File: config.mk
export PLATFORM = sky130hd
export DESIGN_NAME = spi_master_ctrl
export DESIGN_NICKNAME = d
export VERILOG_FILES = /design/src/rtl/spi_master_ctrl.sv
export SDC_FILE = /design/constraint.sdc
export NUM_CORES = 1
export LEC_CHECK = 0
export CAP_MARGIN = 5
export CORE_UTILIZATION = 40
export CTS_CLUSTER_SIZE = 12
export DETAILED_ROUTE_END_ITERATION = 6
export PLACE_DENSITY = 0.72
export SLEW_MARGIN = 20
export SYNTH_ARGS = -nofsm -noshare
export SYNTH_HDL_FRONTEND = slang
export SYNTH_SLANG_ARGS = --single-unit
File: constraint.sdc
create_clock -name clk -period 1.9 [get_ports clk]
set_input_delay 0.57 -clock clk [delete_from_list [all_inputs] [get_ports clk]]
set_output_delay 0.57 -clock clk [all_outputs]
set_load 0.01 [all_outputs]
File: src/rtl/spi_master_ctrl.sv
// spi_master_ctrl: command-driven SPI master that shifts one bit per system clock.
// Each command is sent as a mode bit plus an {op,payload} frame; rd-data commands also capture a reply byte from MISO.
module spi_master_ctrl #(
   parameter int FRAME_W  = 10,
   parameter int DATA_W   = 8,
   parameter int TURN_CYC = 2,
   parameter int GAP_CYC  = 1
) (
   input  logic               clk,
   input  logic               rst,
   input  logic               cmd_valid,
   output logic               cmd_ready,
   input  logic [1:0]         cmd_op,
   input  logic [FRAME_W-3:0] cmd_data,
   output logic               rsp_valid,
   output logic [DATA_W-1:0]  rsp_data,
   output logic               busy,
   output logic               MOSI,
   output logic               SS_n,
   input  logic               MISO,
   output logic [2:0]         state_dbg
);

   // Handshake: a command transfers on a rising edge where cmd_valid && cmd_ready;
   // the host keeps cmd_valid/cmd_op/cmd_data stable until that edge.

   localparam int MAX_A = (FRAME_W > TURN_CYC) ? FRAME_W : TURN_CYC;
   localparam int MAX_B = (DATA_W > GAP_CYC) ? DATA_W : GAP_CYC;
   localparam int MAX_C = (MAX_A > MAX_B) ? MAX_A : MAX_B;
   localparam int CNT_W = $clog2(MAX_C + 1);

   localparam logic [CNT_W-1:0] SHIFT_LAST = CNT_W'(FRAME_W - 1);
   localparam logic [CNT_W-1:0] TURN_LAST  = CNT_W'(TURN_CYC - 1);
   localparam logic [CNT_W-1:0] READ_LAST  = CNT_W'(DATA_W - 1);
   localparam logic [CNT_W-1:0] GAP_LAST   = CNT_W'(GAP_CYC - 1);

   typedef enum logic [2:0] {
      S_IDLE  = 3'd0,
      S_MODE  = 3'd1,
      S_SHIFT = 3'd2,
      S_TURN  = 3'd3,
      S_READ  = 3'd4,
      S_GAP   = 3'd5
   } state_t;

   state_t              state_q, state_d;
   logic [CNT_W-1:0]    cnt_q, cnt_d;
   logic [FRAME_W-1:0]  shreg_q, shreg_d;
   logic                rd_q, rd_d;
   logic [DATA_W-1:0]   rxreg_q, rxreg_d;
   logic [DATA_W-1:0]   rsp_data_q, rsp_data_d;
   logic                rsp_valid_q, rsp_valid_d;
   logic                ready_en_q, ready_en_d;

   always_ff @(posedge clk or posedge rst) begin
      if (rst) begin
         state_q     <= S_IDLE;
         cnt_q       <= '0;
         shreg_q     <= '0;
         rd_q        <= 1'b0;
         rxreg_q     <= '0;
         rsp_data_q  <= '0;
         rsp_valid_q <= 1'b0;
         ready_en_q  <= 1'b0;
      end else begin
         state_q     <= state_d;
         cnt_q       <= cnt_d;
         shreg_q     <= shreg_d;
         rd_q        <= rd_d;
         rxreg_q     <= rxreg_d;
         rsp_data_q  <= rsp_data_d;
         rsp_valid_q <= rsp_valid_d;
         ready_en_q  <= ready_en_d;
      end
   end

   always_comb begin
      state_d     = state_q;
      cnt_d       = cnt_q + 1'b1;
      shreg_d     = shreg_q;
      rd_d        = rd_q;
      rxreg_d     = rxreg_q;
      rsp_data_d  = rsp_data_q;
      rsp_valid_d = 1'b0;
      ready_en_d  = 1'b1;
      cmd_ready   = 1'b0;
      busy        = 1'b1;
      SS_n        = 1'b1;
      MOSI        = 1'b0;

      case (state_q)
         S_IDLE: begin
            busy      = 1'b0;
            cnt_d     = '0;
            cmd_ready = ready_en_q;
         end
         S_MODE: begin
            SS_n    = 1'b0;
            MOSI    = shreg_q[FRAME_W-1];
            cnt_d   = '0;
            state_d = S_SHIFT;
         end
         S_SHIFT: begin
            SS_n    = 1'b0;
            MOSI    = shreg_q[FRAME_W-1];
            shreg_d = {shreg_q[FRAME_W-2:0], 1'b0};
            if (cnt_q == SHIFT_LAST) begin
               cnt_d   = '0;
               state_d = rd_q ? S_TURN : S_GAP;
            end
         end
         S_TURN: begin
            SS_n = 1'b0;
            if (cnt_q == TURN_LAST) begin
               cnt_d   = '0;
               state_d = S_READ;
            end
         end
         S_READ: begin
            SS_n    = 1'b0;
            rxreg_d = {rxreg_q[DATA_W-2:0], MISO};
            if (cnt_q == READ_LAST) begin
               rsp_data_d  = {rxreg_q[DATA_W-2:0], MISO};
               rsp_valid_d = 1'b1;
               cnt_d       = '0;
               state_d     = S_GAP;
            end
         end
         S_GAP: begin
            if (cnt_q == GAP_LAST) begin
               // Accepting in the last gap cycle keeps back-to-back frames exactly GAP_CYC apart.
               cmd_ready = ready_en_q;
               cnt_d     = '0;
               state_d   = S_IDLE;
            end
         end
         default: begin
            busy    = 1'b0;
            cnt_d   = '0;
            state_d = S_IDLE;
         end
      endcase

      if (cmd_valid && cmd_ready) begin
         shreg_d = {cmd_op, cmd_data};
         rd_d    = &cmd_op;
         cnt_d   = '0;
         state_d = S_MODE;
      end
   end

   assign rsp_valid = rsp_valid_q;
   assign rsp_data  = rsp_data_q;
   assign state_dbg = state_q;

endmodule
==> results of run 1 <==
layer usage:
layer	wire [um]	part of all wire
met1	1475	0.44
met2	1738	0.51
met3	116	0.034
met4	46	0.014
met5	0	0
power by group through the flow:
stage	combinational (uW)	clock (uW)	sequential [uW]
3_5_place_dp	1420	0	1180
3_3_place_gp	1370	0	1160
5_1_grt	1760	576	1180
2_1_floorplan	940	0	1140
4_1_cts	1420	554	1160
6_report	1610	538	1150
per-stage QoR:
| stage | cells | hold WS, ns | power (uW) | util | setup slack [ns] |
|---|---|---|---|---|---|
| 2_1_floorplan | 129 | 0.4774 | 2080 | - | 0.1479 |
| 3_3_place_gp | 219 | 0.4904 | 2531 | 0.5285 | -0.1833 |
| 3_5_place_dp | 219 | 0.5008 | 2599 | 0.5285 | -0.2423 |
| 4_1_cts | 227 | 0.5138 | 3140 | 0.5520 | -0.1048 |
| 5_1_grt | 238 | 0.5272 | 3511 | 0.5794 | -0.1649 |
| 6_report | 238 | 0.5157 | 3303 | 0.5794 | -0.09297 |
sequential cells by signal, summed over array words and instances (netlist names):
register,cells
shreg_q,10
rsp_data,8
rxreg_q,7
cnt_q,4
state_dbg,3
rd_q,1
ready_en_q,1
rsp_valid,1
critical path, delay by kind of cell (launching register included):
| family | cells | cell delay [ns] |
|---|---|---|
| AO/OA/AOI/OAI | 1 | 0.08 |
| adder cells (fa/ha/maj) | 1 | 0.12 |
| buffers and inverters | 2 | 0.22 |
| flip-flops | 1 | 0.39 |
| AND/OR/NAND/NOR | 2 | 0.33 |
cells by family (layout without fill, tap and decap cells):
| logic type | count (synthesis) | after routing | synth area share |
|---|---|---|---|
| and+or+nand+nor | 31 | 32 | 0.1255 |
| other | 1 | 1 | 0.002188 |
| muxes | 34 | 34 | 0.2394 |
| xor gates and xnor gates | 6 | 6 | 0.03066 |
| AOI/OAI and AO/OA | 8 | 8 | 0.03139 |
| DFF | 35 | 35 | 0.5109 |
| adders and majority gates | 3 | 3 | 0.02190 |
| buffers and inverters | 11 | 69 | 0.03795 |
what timing repair did:
| action | CTS | global route |
|---|---|---|
| buffers inserted | 1 | 10 |
| endpoints found under the setup margin | 7 | 14 |
| pin swaps | 2 | 2 |
| resized for setup | 18 | 10 |
| cloned | 0 | 1 |
path summary, 6_finish.rpt:
check | endpoint
min in group asynchronous | rsp_data[1]
hold reg to reg | rsp_data[7]
setup / recovery | cmd_ready
hold / removal | rsp_data[7]
max in group asynchronous | state_dbg[2]
setup reg to reg | shreg_q[5]
layout make-up:
type | count | area (um^2) | share of cell area
clock buffer | 6 | 82.58 | 0.03513
clock inverter | 1 | 5.005 | 0.002129
inverter | 6 | 22.52 | 0.009580
multi-input combinational | 84 | 819.5 | 0.3486
sequential | 35 | 878.3 | 0.3736
tap | 50 | 62.56 | 0.02661
timing repair buffer | 56 | 480.5 | 0.2044
layout by cell type (no fill, tap or decap), drive strengths merged, types with 5 or more instances in the layout:
master	n
nor2b	5
buf	30
inv	6
mux2	32
nor2	10
clkbuf	6
clkdlybuf4s50	24
dfrtp	35
==> impl_metrics.py, run 1 <==
metrics = {
    "power": {
        "combinationalPowerShare": 0.489,
        "switching_power_uw": 1088,
        "leakagePower_uw": 0.001121,
        "switching_share": 0.3293,
        "powerDensity_nw_per_um2": 1405,
        "seq_pwr_share": 0.349,
        "max-vdd-ir-drop_mv": 0.6725,
        "clock_power_share": 0.163,
        "internal_power_uw": 2215,
    },
    "clock_network": {
        "worst_setup_hold_path_clk_slew_ns": 0.07,
        "post_cts_hold_buffer_count": 0,
        "clock-sinks": 35,
        "h_tree_lvls": 2,
        "cts_bufs_inserted": 5,
        "clk_path_buf_depth": 2,
        "clock_tree_from_tritoncts": "built",
        "ctsRootBufferMaster": "clkbuf_8",
        "insertion_delay_ns": 0.28,
    },
    "grt": {
        "number_of_global_route_vias_before_repair": 1161,
        "met1_usage": 0.1911,
        "grt_overflow_total": 0,
        "grt_first_pass_wirelength_um": 5264,
        "grt_antenna_before_repair": 0,
        "grt.busiest_layer": "met2",
        "track_usage": 0.1571,
        "groute.layer.met3.usage": 0.03209,
        "globalRouteMet2Util": 0.2686,
        "grt_max_degree": 36,
    },
    "worst_setup_path": {
        "cpPeakStageDelay_ns": 0.39,
        "timing.critical_path.from_type": "flop",
        "timing.critical_path.cells": "inv_2 -> ha_4 -> and4bb_1 -> a21oi_2 -> nor2b_1 -> buf_2",
        "data_arrival_time_of_the_critical_path_ns": 1.42,
        "cp_max_fo": 2,
        "r2r_slack_ns": 0.09,
        "timing.setup.critical_path_class": "flop to output pin",
        "worstRegToRegCells": 6,
        "crit_start": "cnt_q[1]",
        "crit_path_top_delay_cell": "dfrtp_1",
        "cp.required_ns": 1.33,
        "critical_path.endpoint_type": "output pin",
        "r2r-start": "state_dbg[2]",
    },
    "yosys": {
        "yosys.cell_count.top_type": "dfrtp_1",
        "synth_area_per_cell_um2": 13.29,
        "post_synthesis_sequential_area_ratio": 0.5109,
        "synth_fp_nets": 146,
        "number_of_standard_cells_after_synthesis": 129,
        "dominantRegCellSynth": "dfrtp_1",
        "yosys_warnings": 0,
        "post-synth-top-area-fraction": 0.5109,
        "synth_top_cells_by_area": "dfrtp_1 51%, mux2_2 9.9%, mux2_4 7.0%",
        "async_reset_ff_frac": 1.000,
        "synth_enable_flop_cells": 0,
        "synthesis.area_um2": 1714,
        "synth.top_cells.by_count": "35 x dfrtp_1, 15 x mux2_2, 9 x mux2_1",
        "top_cell_type_by_total_area_after_synthesis": "dfrtp_1",
        "netlist-cell-type-count": 35,
        "register_bit_total_from_synthesis": 35,
    },
    "sta": {
        "final.setup_skew_ns": 0.002702,
        "timing.setup.tns_ns": -0.09297,
        "setup_viol": 1,
        "grt_setup_unrepaired": "yes",
        "timing.final.ws_setup_ns": -0.09297,
        "period_share": 1.049,
        "report.final.slew_viol_count": 0,
        "achievable-frequency_mhz": 501.8,
        "hold_violations": 0,
        "layout_min_cycle_time_ns": 1.993,
    },
    "run_status": {
        "run_status": "finished, violations left",
        "failed_checks": "negative setup slack",
    },
    "placement": {
        "dpl_cell_area_um2": 2145,
        "place.gp.congestion": 0.7310,
        "io_buffer_count": 29,
        "post-dp-hpwl_um": 2204,
    },
    "die": {
        "dieArea_um2": 4551,
        "dieHeight_um": 67.46,
        "die_width_um": 67.46,
        "start_util": 0.4224,
        "coreArea_um2": 4058,
        "io_count": 30,
        "core_rows": 23,
    },
    "route": {
        "viasPerCell": 4.861,
        "wire_per_inst_um": 14.19,
        "ant_nets": 0,
        "first_pass_iters": 4,
        "num_vias": 1157,
        "detail_route.iter0.violations": 29,
        "postRouteWirelength_um": 3377,
        "post-route-drc-count": 0,
    },
    "layout": {
        "layout.nets": 205,
        "layout-drive-gt1-share": 0.3883,
        "area_delta_synth_final_pct": 37.15,
        "n_antenna_cell": 0,
        "final_layout_fill_cell_count": 315,
        "layout.cell_area.non_filler_um2": 2351,
    },
    "hold_path": {
        "worstHoldPathType": "flop to flop",
        "min_delay_path_depth": 1,
        "worst_hold_startpoint": "rxreg_q[6]",
    },
    "run": {
        "maxcap_violations": 0,
    },
}
(Power assumes the default switching activity.)
==> inputs of run 2 (changes only) <==
--- a/config.mk
+++ b/config.mk
@@ -5,6 +5,7 @@
 export SDC_FILE = /design/constraint.sdc
 export NUM_CORES = 1
 export LEC_CHECK = 0
+export ABC_CLOCK_PERIOD_IN_PS = 1900
 export CAP_MARGIN = 5
 export CORE_UTILIZATION = 40
 export CTS_CLUSTER_SIZE = 12
==> results of run 2 <==
Same layout as run 1: the final DEF is identical, and so are final timing and power.
